[src/rtl/word_serializer_pkg.sv]
// Shared definitions for the word serializer: FSM encodings used on the serial path.
package word_serializer_pkg;

  // One-hot, 2-bit encodings shared with the other serial-path blocks
  typedef enum logic [1:0] {
    S_IDLE  = 2'b01,
    S_SHIFT = 2'b10
  } state_e;

endpackage

[src/rtl/word_serializer_sync_fifo.sv]
// Synchronous FIFO with flush; pointers wrap naturally, count is one bit wider.
module sync_fifo #(
  parameter int WIDTH = 8,
  parameter int DEPTH = 4
) (
  input  logic                       clk_i,
  input  logic                       rst_ni,
  input  logic                       push_i,
  input  logic                       pop_i,
  input  logic                       flush_i,
  input  logic [WIDTH-1:0]           data_i,
  output logic [WIDTH-1:0]           data_o,
  output logic [$clog2(DEPTH):0]     level_o,
  output logic                       full_o,
  output logic                       empty_o
);
  localparam int AW = $clog2(DEPTH);
  localparam int LW = AW + 1;

  logic [WIDTH-1:0] mem_q [DEPTH];
  logic [AW-1:0]    wr_ptr_q, rd_ptr_q;
  logic [LW-1:0]    cnt_q;
  logic             do_push, do_pop;

  assign full_o  = (cnt_q == LW'(DEPTH));
  assign empty_o = (cnt_q == '0);
  assign level_o = cnt_q;
  assign data_o  = mem_q[rd_ptr_q];

  // Full FIFO never accepts, even when a pop frees a slot this cycle
  assign do_push = push_i & ~full_o & ~flush_i;
  assign do_pop  = pop_i & ~empty_o & ~flush_i;

  always_ff @(posedge clk_i or negedge rst_ni) begin
    if (!rst_ni) begin
      wr_ptr_q <= '0;
      rd_ptr_q <= '0;
      cnt_q    <= '0;
      for (int i = 0; i < DEPTH; i++) mem_q[i] <= '0;
    end else if (flush_i) begin
      wr_ptr_q <= '0;
      rd_ptr_q <= '0;
      cnt_q    <= '0;
    end else begin
      if (do_push) begin
        mem_q[wr_ptr_q] <= data_i;
        wr_ptr_q        <= wr_ptr_q + 1'b1;
      end
      if (do_pop) rd_ptr_q <= rd_ptr_q + 1'b1;
      case ({do_push, do_pop})
        2'b10:   cnt_q <= cnt_q + 1'b1;
        2'b01:   cnt_q <= cnt_q - 1'b1;
        default: cnt_q <= cnt_q;
      endcase
    end
  end

endmodule

[src/rtl/word_serializer.sv]
// Parallel-to-serial feeder: buffers words in a FIFO and emits one bit per cycle,
// chaining words without bubbles; hold_i stalls, flush_i drops everything pending.
module word_serializer
  import word_serializer_pkg::*;
#(
  parameter int WIDTH     = 8,
  parameter int DEPTH     = 4,
  parameter bit MSB_FIRST = 1'b1
) (
  input  logic                   clk_i,
  input  logic                   rst_ni,
  input  logic [WIDTH-1:0]       data_i,
  input  logic                   valid_i,
  output logic                   ready_o,
  input  logic                   hold_i,
  input  logic                   flush_i,
  output logic                   d_o,
  output logic                   valid_o,
  output logic                   busy_o,
  output logic [$clog2(DEPTH):0] level_o
);
  localparam int BW = $clog2(WIDTH);
  localparam logic [BW-1:0] LAST = BW'(WIDTH - 1);

  state_e           state_q;
  logic [WIDTH-1:0] shreg_q;
  logic [BW-1:0]    bitcnt_q;
  logic             d_q, valid_q;

  logic [WIDTH-1:0] fifo_dout;
  logic             fifo_full, fifo_empty;
  logic             push, pop;
  logic             lead_bit;
  logic [WIDTH-1:0] shreg_shifted;
  logic             last_bit;

  assign ready_o = ~fifo_full;
  assign push    = valid_i & ready_o;

  assign lead_bit      = MSB_FIRST ? shreg_q[WIDTH-1] : shreg_q[0];
  assign shreg_shifted = MSB_FIRST ? {shreg_q[WIDTH-2:0], 1'b0}
                                   : {1'b0, shreg_q[WIDTH-1:1]};
  assign last_bit      = (state_q == S_SHIFT) && (bitcnt_q == LAST);

  // Pop on idle start or while the last bit of the current word goes out
  assign pop = ~flush_i & ~hold_i & ~fifo_empty & ((state_q == S_IDLE) | last_bit);

  sync_fifo #(
    .WIDTH (WIDTH),
    .DEPTH (DEPTH)
  ) u_fifo (
    .clk_i   (clk_i),
    .rst_ni  (rst_ni),
    .push_i  (push),
    .pop_i   (pop),
    .flush_i (flush_i),
    .data_i  (data_i),
    .data_o  (fifo_dout),
    .level_o (level_o),
    .full_o  (fifo_full),
    .empty_o (fifo_empty)
  );

  always_ff @(posedge clk_i or negedge rst_ni) begin
    if (!rst_ni) begin
      state_q  <= S_IDLE;
      shreg_q  <= '0;
      bitcnt_q <= '0;
      d_q      <= 1'b0;
      valid_q  <= 1'b0;
    end else if (flush_i) begin
      state_q  <= S_IDLE;
      shreg_q  <= '0;
      bitcnt_q <= '0;
      d_q      <= 1'b0;
      valid_q  <= 1'b0;
    end else begin
      case (state_q)
        S_IDLE: begin
          valid_q <= 1'b0;
          if (pop) begin
            shreg_q  <= fifo_dout;
            bitcnt_q <= '0;
            state_q  <= S_SHIFT;
          end
        end
        S_SHIFT: begin
          if (hold_i) begin
            valid_q <= 1'b0;
          end else begin
            d_q     <= lead_bit;
            valid_q <= 1'b1;
            if (bitcnt_q == LAST) begin
              bitcnt_q <= '0;
              if (pop) shreg_q <= fifo_dout;
              else begin
                shreg_q <= '0;
                state_q <= S_IDLE;
              end
            end else begin
              shreg_q  <= shreg_shifted;
              bitcnt_q <= bitcnt_q + 1'b1;
            end
          end
        end
        default: begin
          state_q <= S_IDLE;
          valid_q <= 1'b0;
        end
      endcase
    end
  end

  assign d_o     = d_q;
  assign valid_o = valid_q;
  assign busy_o  = (state_q == S_SHIFT) || (level_o != '0);

endmodule

[config.mk]
export PLATFORM = sky130hd
export DESIGN_NAME = word_serializer
export DESIGN_NICKNAME = d
export VERILOG_FILES = /design/src/rtl/word_serializer_pkg.sv /design/src/rtl/word_serializer_sync_fifo.sv /design/src/rtl/word_serializer.sv
export SDC_FILE = /design/constraint.sdc
export NUM_CORES = 1
export LEC_CHECK = 0
export ABC_CLOCK_PERIOD_IN_PS = 2500
export BUFFER_PORTS_ARGS = -buffer_cell sky130_fd_sc_hd__buf_2
export CELL_PAD_IN_SITES_DETAIL_PLACEMENT = 1
export CELL_PAD_IN_SITES_GLOBAL_PLACEMENT = 1
export CORE_MARGIN = 2
export CORE_UTILIZATION = 41
export DETAILED_ROUTE_END_ITERATION = 8
export HOLD_SLACK_MARGIN = 0.1
export MAX_ROUTING_LAYER = met4
export PLACE_DENSITY_LB_ADDON = 0.1
export SLEW_MARGIN = 10
export SYNTH_ARGS = -nofsm -noshare
export SYNTH_HDL_FRONTEND = slang
export SYNTH_SLANG_ARGS = --single-unit
export TNS_END_PERCENT = 1
[constraint.sdc]
create_clock -name clk_i -period 2.5 [get_ports clk_i]
set_input_delay 0.5 -clock clk_i [delete_from_list [all_inputs] [get_ports clk_i]]
set_output_delay 0.5 -clock clk_i [all_outputs]
set_load 0.05 [all_outputs]
# == Word-level counts from Yosys, hierarchy flattened ==
# Cells that the tools add are included.
# classes
addsub,5
magnitude_cmp,3
n_eq_ne,11
n_mux,35
bitwise_logic,15
n_reduce_logical,14
# ops
cell,count
two-way mux 8 bit,8
bitwise mux 32 bit,1
two-way mux 2 bit,9
binary-select mux 8 bit (select 2 bit),1
demux 8 bit (select 2 bit),1
one-hot mux 8 bit (2 select lines),1
two-way mux 3 bit,5
one-hot mux 3 bit (2 select lines),2
nonzero test 3 bit,3
AND 1 bit,8
"adder 3 x 1 -> 3 bit, second input constant",2
"== test 3 bit, second input constant",2
"greater-or-equal comparator 3 bit, second input constant",2
two-way mux 1 bit,6
"inequality test 3 x 2 -> 1 bit, second input constant",2
"inequality test 3 bit, second input constant",2
inverter 2 -> 3 bit,2
nonzero test 2 bit,3
"adder 2 x 1 -> 2 bit, second input constant",2
"== test 2 x 1 -> 1 bit, second input constant",2
"== test 2 bit, second input constant",2
inverter 1 bit,4
one-hot mux 2 bit (2 select lines),1
AND reduction 2 bit,2
9 further kinds,10
# word_totals
regBits,54
input_bits,13
out_inout_bits,7
wordCells,95

# == Logic depth before layout (Yosys ltp) ==
# logic_depth
word_depth,9
mapped_depth,9
ltp_nobuf,9

# == Cells and area by module ==
# From an unflattened synthesis, not the netlist that was laid out.
# hier_totals
cells_unflattened,232
area_unflattened_um2,2782.7
# by_module_without_submodules
mod,n_inst,cells_each,area_each_um2,seq_area_each_um2
sync_fifo,1,136,1898.1,975.9
word_serializer,1,96,884.6,376.6

# == Least setup slack after synthesis ==
# OpenSTA, ideal clock, no wires.
# synth_path
path_kind,register to register
startpoint,register u_fifo.cnt_q[0] (netlist: u_fifo.level_o[0])
endpoint,register u_fifo.cnt_q[2] (netlist: u_fifo.level_o[2])
setup_ns,0.128
arrival_ns,2.864
required_ns,2.372
setup_slack_ns,-0.492
path_stages_with_launch,9
n_path_buf,1
synth_period_minus_slack_ns,2.992
cell_sequence,dfrtp_1 or3b_1 clkbuf_1 nand2_1 and2_1 fa_1 and3_1 mux2i_1 mux2_1
# synth_between
elab_cells_between_ends,18
classes_between,add/sub: 2; eq/ne: 3; mux: 2; bitwise: 9; reduce/logical: 2
# synth_lines
element,line_no,rtl
from (decl),word_serializer_sync_fifo.sv:22,logic [LW-1:0] cnt_q;
from (signal assigned),word_serializer_sync_fifo.sv:51,2'b10: cnt_q <= cnt_q + 1'b1;
from (signal assigned),word_serializer_sync_fifo.sv:52,2'b01: cnt_q <= cnt_q - 1'b1;
from (signal assigned),word_serializer_sync_fifo.sv:53,default: cnt_q <= cnt_q;
== test 3 bit *,word_serializer_sync_fifo.sv:25,assign full_o = (cnt_q == LW'(DEPTH));
inverter 1 bit *,word_serializer.sv:37,assign ready_o = ~fifo_full;
net ready_o,word_serializer.sv:14,"output logic ready_o,"
AND 1 bit,word_serializer.sv:38,assign push = valid_i & ready_o;
AND 1 bit * (2 in a row),word_serializer_sync_fifo.sv:31,assign do_push = push_i & ~full_o & ~flush_i;
== test 2 x 1 -> 1 bit or == test 2 bit (tied branches),word_serializer_sync_fifo.sv:50,"case ({do_push, do_pop})"
one-hot mux 3 bit (2 select lines),word_serializer_sync_fifo.sv:50,
two-way mux 3 bit,word_serializer_sync_fifo.sv:40,end else if (flush_i) begin
# The timed path passes the listed nets; every way through them passes the cells marked *.
# A chain may end at the register's enable or synchronous reset.

# == Worst setup path in the final report ==
# layout_path
startpoint,register bitcnt_q[0]
endpoint,register u_fifo.cnt_q[2] (netlist: u_fifo.level_o[2])
# layout_between
elab_chain_cells,9
elab_cells_between_ends,11
classes_between,eq/ne: 3; mux: 2; bitwise: 4; reduce/logical: 2
# layout_rtl
element,line_no,rtl
from (decl),word_serializer.sv:27,logic [BW-1:0] bitcnt_q;
from (signal assigned),word_serializer.sv:102,bitcnt_q <= bitcnt_q + 1'b1;
== test 3 bit *,word_serializer.sv:43,assign last_bit = (state_q == S_SHIFT) && (bitcnt_q == LAST);
logical AND 1 bit *,word_serializer.sv:43,
bitwise OR 1 bit *,word_serializer.sv:46,assign pop = ~flush_i & ~hold_i & ~fifo_empty & ((state_q == S_IDLE) | last_bit);
AND 1 bit *,word_serializer.sv:46,
AND 1 bit * (2 in a row),word_serializer_sync_fifo.sv:32,assign do_pop = pop_i & ~empty_o & ~flush_i;
== test 2 x 1 -> 1 bit or == test 2 bit (tied branches),word_serializer_sync_fifo.sv:50,
one-hot mux 3 bit (2 select lines),word_serializer_sync_fifo.sv:50,
two-way mux 3 bit,word_serializer_sync_fifo.sv:40,
# Mark *: on every way between the ends. The rest lies on a longest branch, timed or not.

==> flow_summary.ini <==
[synthesis]
synthDistinctLibCells = 40
synth-seq-cells = 54
synthCells = 210
syn_nets = 230
yosys_warnings = 0
synth_edf_count = 0
ys.flop_type = dfrtp_1
avgSynthCellArea_um2 = 12.6
ys_seq_area_share_pct = 51.1
ys_async_sr_fraction_pct = 100
syn_area_um2 = 2650

[grt]
grt_antenna_before_repair = 0
grt_pass1_wl_mm = 9.95
grt_usage_pct = 18.2
grt_max_degree = 32
grt_pass1_vias = 1995
grt_overflow_total = 0

[die]
die_area_um2 = 7120
start_util_pct = 41.9
rows = 29
chipWidth_um = 84.4
ioPinCount = 20
core_um2 = 6310
die_y_um = 84.4

[routing]
vias = 1711
wl_per_cell_um = 18.1
viasPerCell = 5.45
drc = 0
dr.pass1.iters = 4
ant_nets = 0
wl_met3_um = 173
dr.max_layer_used = met4
wl_met2_mm = 2.93
drt_iter0_drc = 40
route.layer.met1.wl_mm = 2.50
wl_mm = 5.69

[cts]
h-tree-depth = 2
ctsHoldBuffers = 0
tritoncts = done
clockBufferDepth = 2
clkLatencyLatePin_ps = 310
numCtsBuffers = 5
post_cts_buffers = 0
cts_sinks = 54
root_buffer = clkbuf_8
cts.clk_slew.worst_paths_ps = 100

[timing]
skew_ps = 10.2
slew_violations = 0
hold_violations = 0
setup_viol = 0
finalCriticalPeriod_ps = 2280
min_period_over_period_pct = 91.1
tightestPinTransition_ps = 554
setup-tns-final_ps = 0
fin_ws_ps = 223
max_freq_ghz = 0.439
relSlewSlack_pct = 63.0
rsz0062_at_grt = no

[setup_path]
critPathBufInv = 0
cp_cell_sequence = ha_1 -> ha_2 -> nand3b_4 -> a2111oi_4 -> and2_1 -> fa_1 -> and3_1 -> mux2i_1 -> mux2_1
reg2reg_slack_ps = 220
cp_slowest_cell = dfrtp_1
r2r_cells = 9
r2r-start = bitcnt_q[0]
critPathMaxFanout = 5
startpoint_type = flop
arrival_ps = 2480
path_class = reg2reg
critPathRequiredTime_ps = 2700
cpLargestDelayFamily = adder cells
slowest_delay_ps = 410
end_kind = flop
worstReg2RegEnd = u_fifo.level_o[2]

[place]
hpwl_mm = 4.21
portBuffers = 19
gp_congestion = 0.763
place_ws_ps = 132

[finish]
final_util_pct = 47.2
final_nets = 256
drive_above_1_share_pct = 35.0
area_delta_synth_final_pct = 12.7
multiInputGateArea_um2 = 1230
regArea_um2 = 1360
fillers = 685
antennaDiodeCount = 0

[pwr]
irDropWorstVdd_mv = 0.493
p_leak_nw = 1.35
p_per_area_nw_per_um2 = 910

[min_path]
hp-class = in2async

[job]
max-cap-violations = 0

[outcome]
status = complete, no violations
cell type report:
| cell class | count | area share (%) |
|---|---|---|
| Multi-Input combinational cell | 139 | 41.3 |
| Sequential cell | 54 | 45.5 |
| Timing Repair Buffer | 27 | 5.20 |
| Clock inverter | 2 | 1.26 |
| Tap cell | 77 | 3.23 |
| Clock buffer | 6 | 2.43 |
| Inverter | 9 | 1.13 |
kinds of logic (layout without fill, tap and decap cells):
| family | count (synthesis) | count (layout) | share of synthesized area (%) |
|---|---|---|---|
| flops | 54 | 54 | 51.1 |
| simple gates | 54 | 54 | 11.1 |
| fa+ha+maj | 7 | 7 | 3.59 |
| buf+inv | 17 | 44 | 2.50 |
| compound gates | 31 | 31 | 8.46 |
| xor+xnor | 3 | 3 | 1.28 |
| mux | 44 | 44 | 22.0 |
state kept, by name (all words and copies together) (netlist names):
register and count:
u_fifo.level_o 3, valid_o 1, state_q 2, u_fifo.rd_ptr_q 2, u_fifo.mem_q 32, d_o 1, bitcnt_q 3, u_fifo.wr_ptr_q 2
shreg_q 8
stage by stage:
step                      hold slack (ps)  std cells  instance area [um^2]  total power [W]
after detailed placement              480        306                  2870          0.00217
after CTS                             183        314                  2980          0.00275
after floorplan                       204        210                  2650          0.00190
after global routing                  200        314                  2980          0.00290
after global placement                468        306                  2870          0.00208
final                                 177        314                  2980          0.00272
worst max path at each step:
stage	slack, ps	start	cells past startpoint	end
3_3_place_gp	230	bitcnt_q[0]	9	u_fifo.level_o[2]
2_1_floorplan	10	u_fifo.level_o[0]	8	u_fifo.level_o[2]
4_1_cts	130	bitcnt_q[0]	9	u_fifo.level_o[2]
5_1_grt	20	bitcnt_q[0]	9	u_fifo.level_o[2]
3_5_place_dp	130	bitcnt_q[0]	9	u_fifo.level_o[2]
6_report	220	bitcnt_q[0]	9	u_fifo.level_o[2]
layout by cell type (no fill, tap or decap), types with 4 or more instances in the layout:
cell type,netlist,layout
buf_2,2,19
a21oi_1,8,8
o31a_1,4,4
nand2_2,4,4
nand2b_1,6,6
dfrtp_1,53,50
o21ai_0,10,10
mux2_1,7,7
nor2_1,6,6
mux2_2,27,27
buf_4,0,8
nand2_1,19,19
inv_1,9,9
mux4_2,8,8
ha_1,6,5
clkbuf_8,0,5
nor3_1,5,5
report_power, final:
| group | switching [W] | internal (W) | leakage (nW) |
|---|---|---|---|
| combinational | 0.000391 | 0.000414 | 0.612 |
| clock | 0.000284 | 0.000299 | 0.0514 |
| sequential | 0.000178 | 0.00115 | 0.690 |
cell usage after synthesis (6+ instances only):
cell type	n	area, um^2
dfrtp_1	53	1330
mux2_2	27	304
nand2_1	19	71.3
o21ai_0	10	50.1
inv_1	9	33.8
a21oi_1	8	40.0
mux4_2	8	180
mux2_1	7	78.8
ha_1	6	75.1
nand2b_1	6	37.5
nor2_1	6	22.5
repair_timing:
item,CTS,global route
setup endpoints to repair,0,1
resized for setup,0,1
endpoints found under the hold margin,0,0
routing by layer:
layer | GRT usage (%) | vias to the layer above
met3 | 3.64 | 11
met1 | 21.4 | 878
li1 | - | 798
met2 | 31.7 | 24
met5 | - | -
met4 | 5.48 | 0
Power figures use the tool's default switching activity.
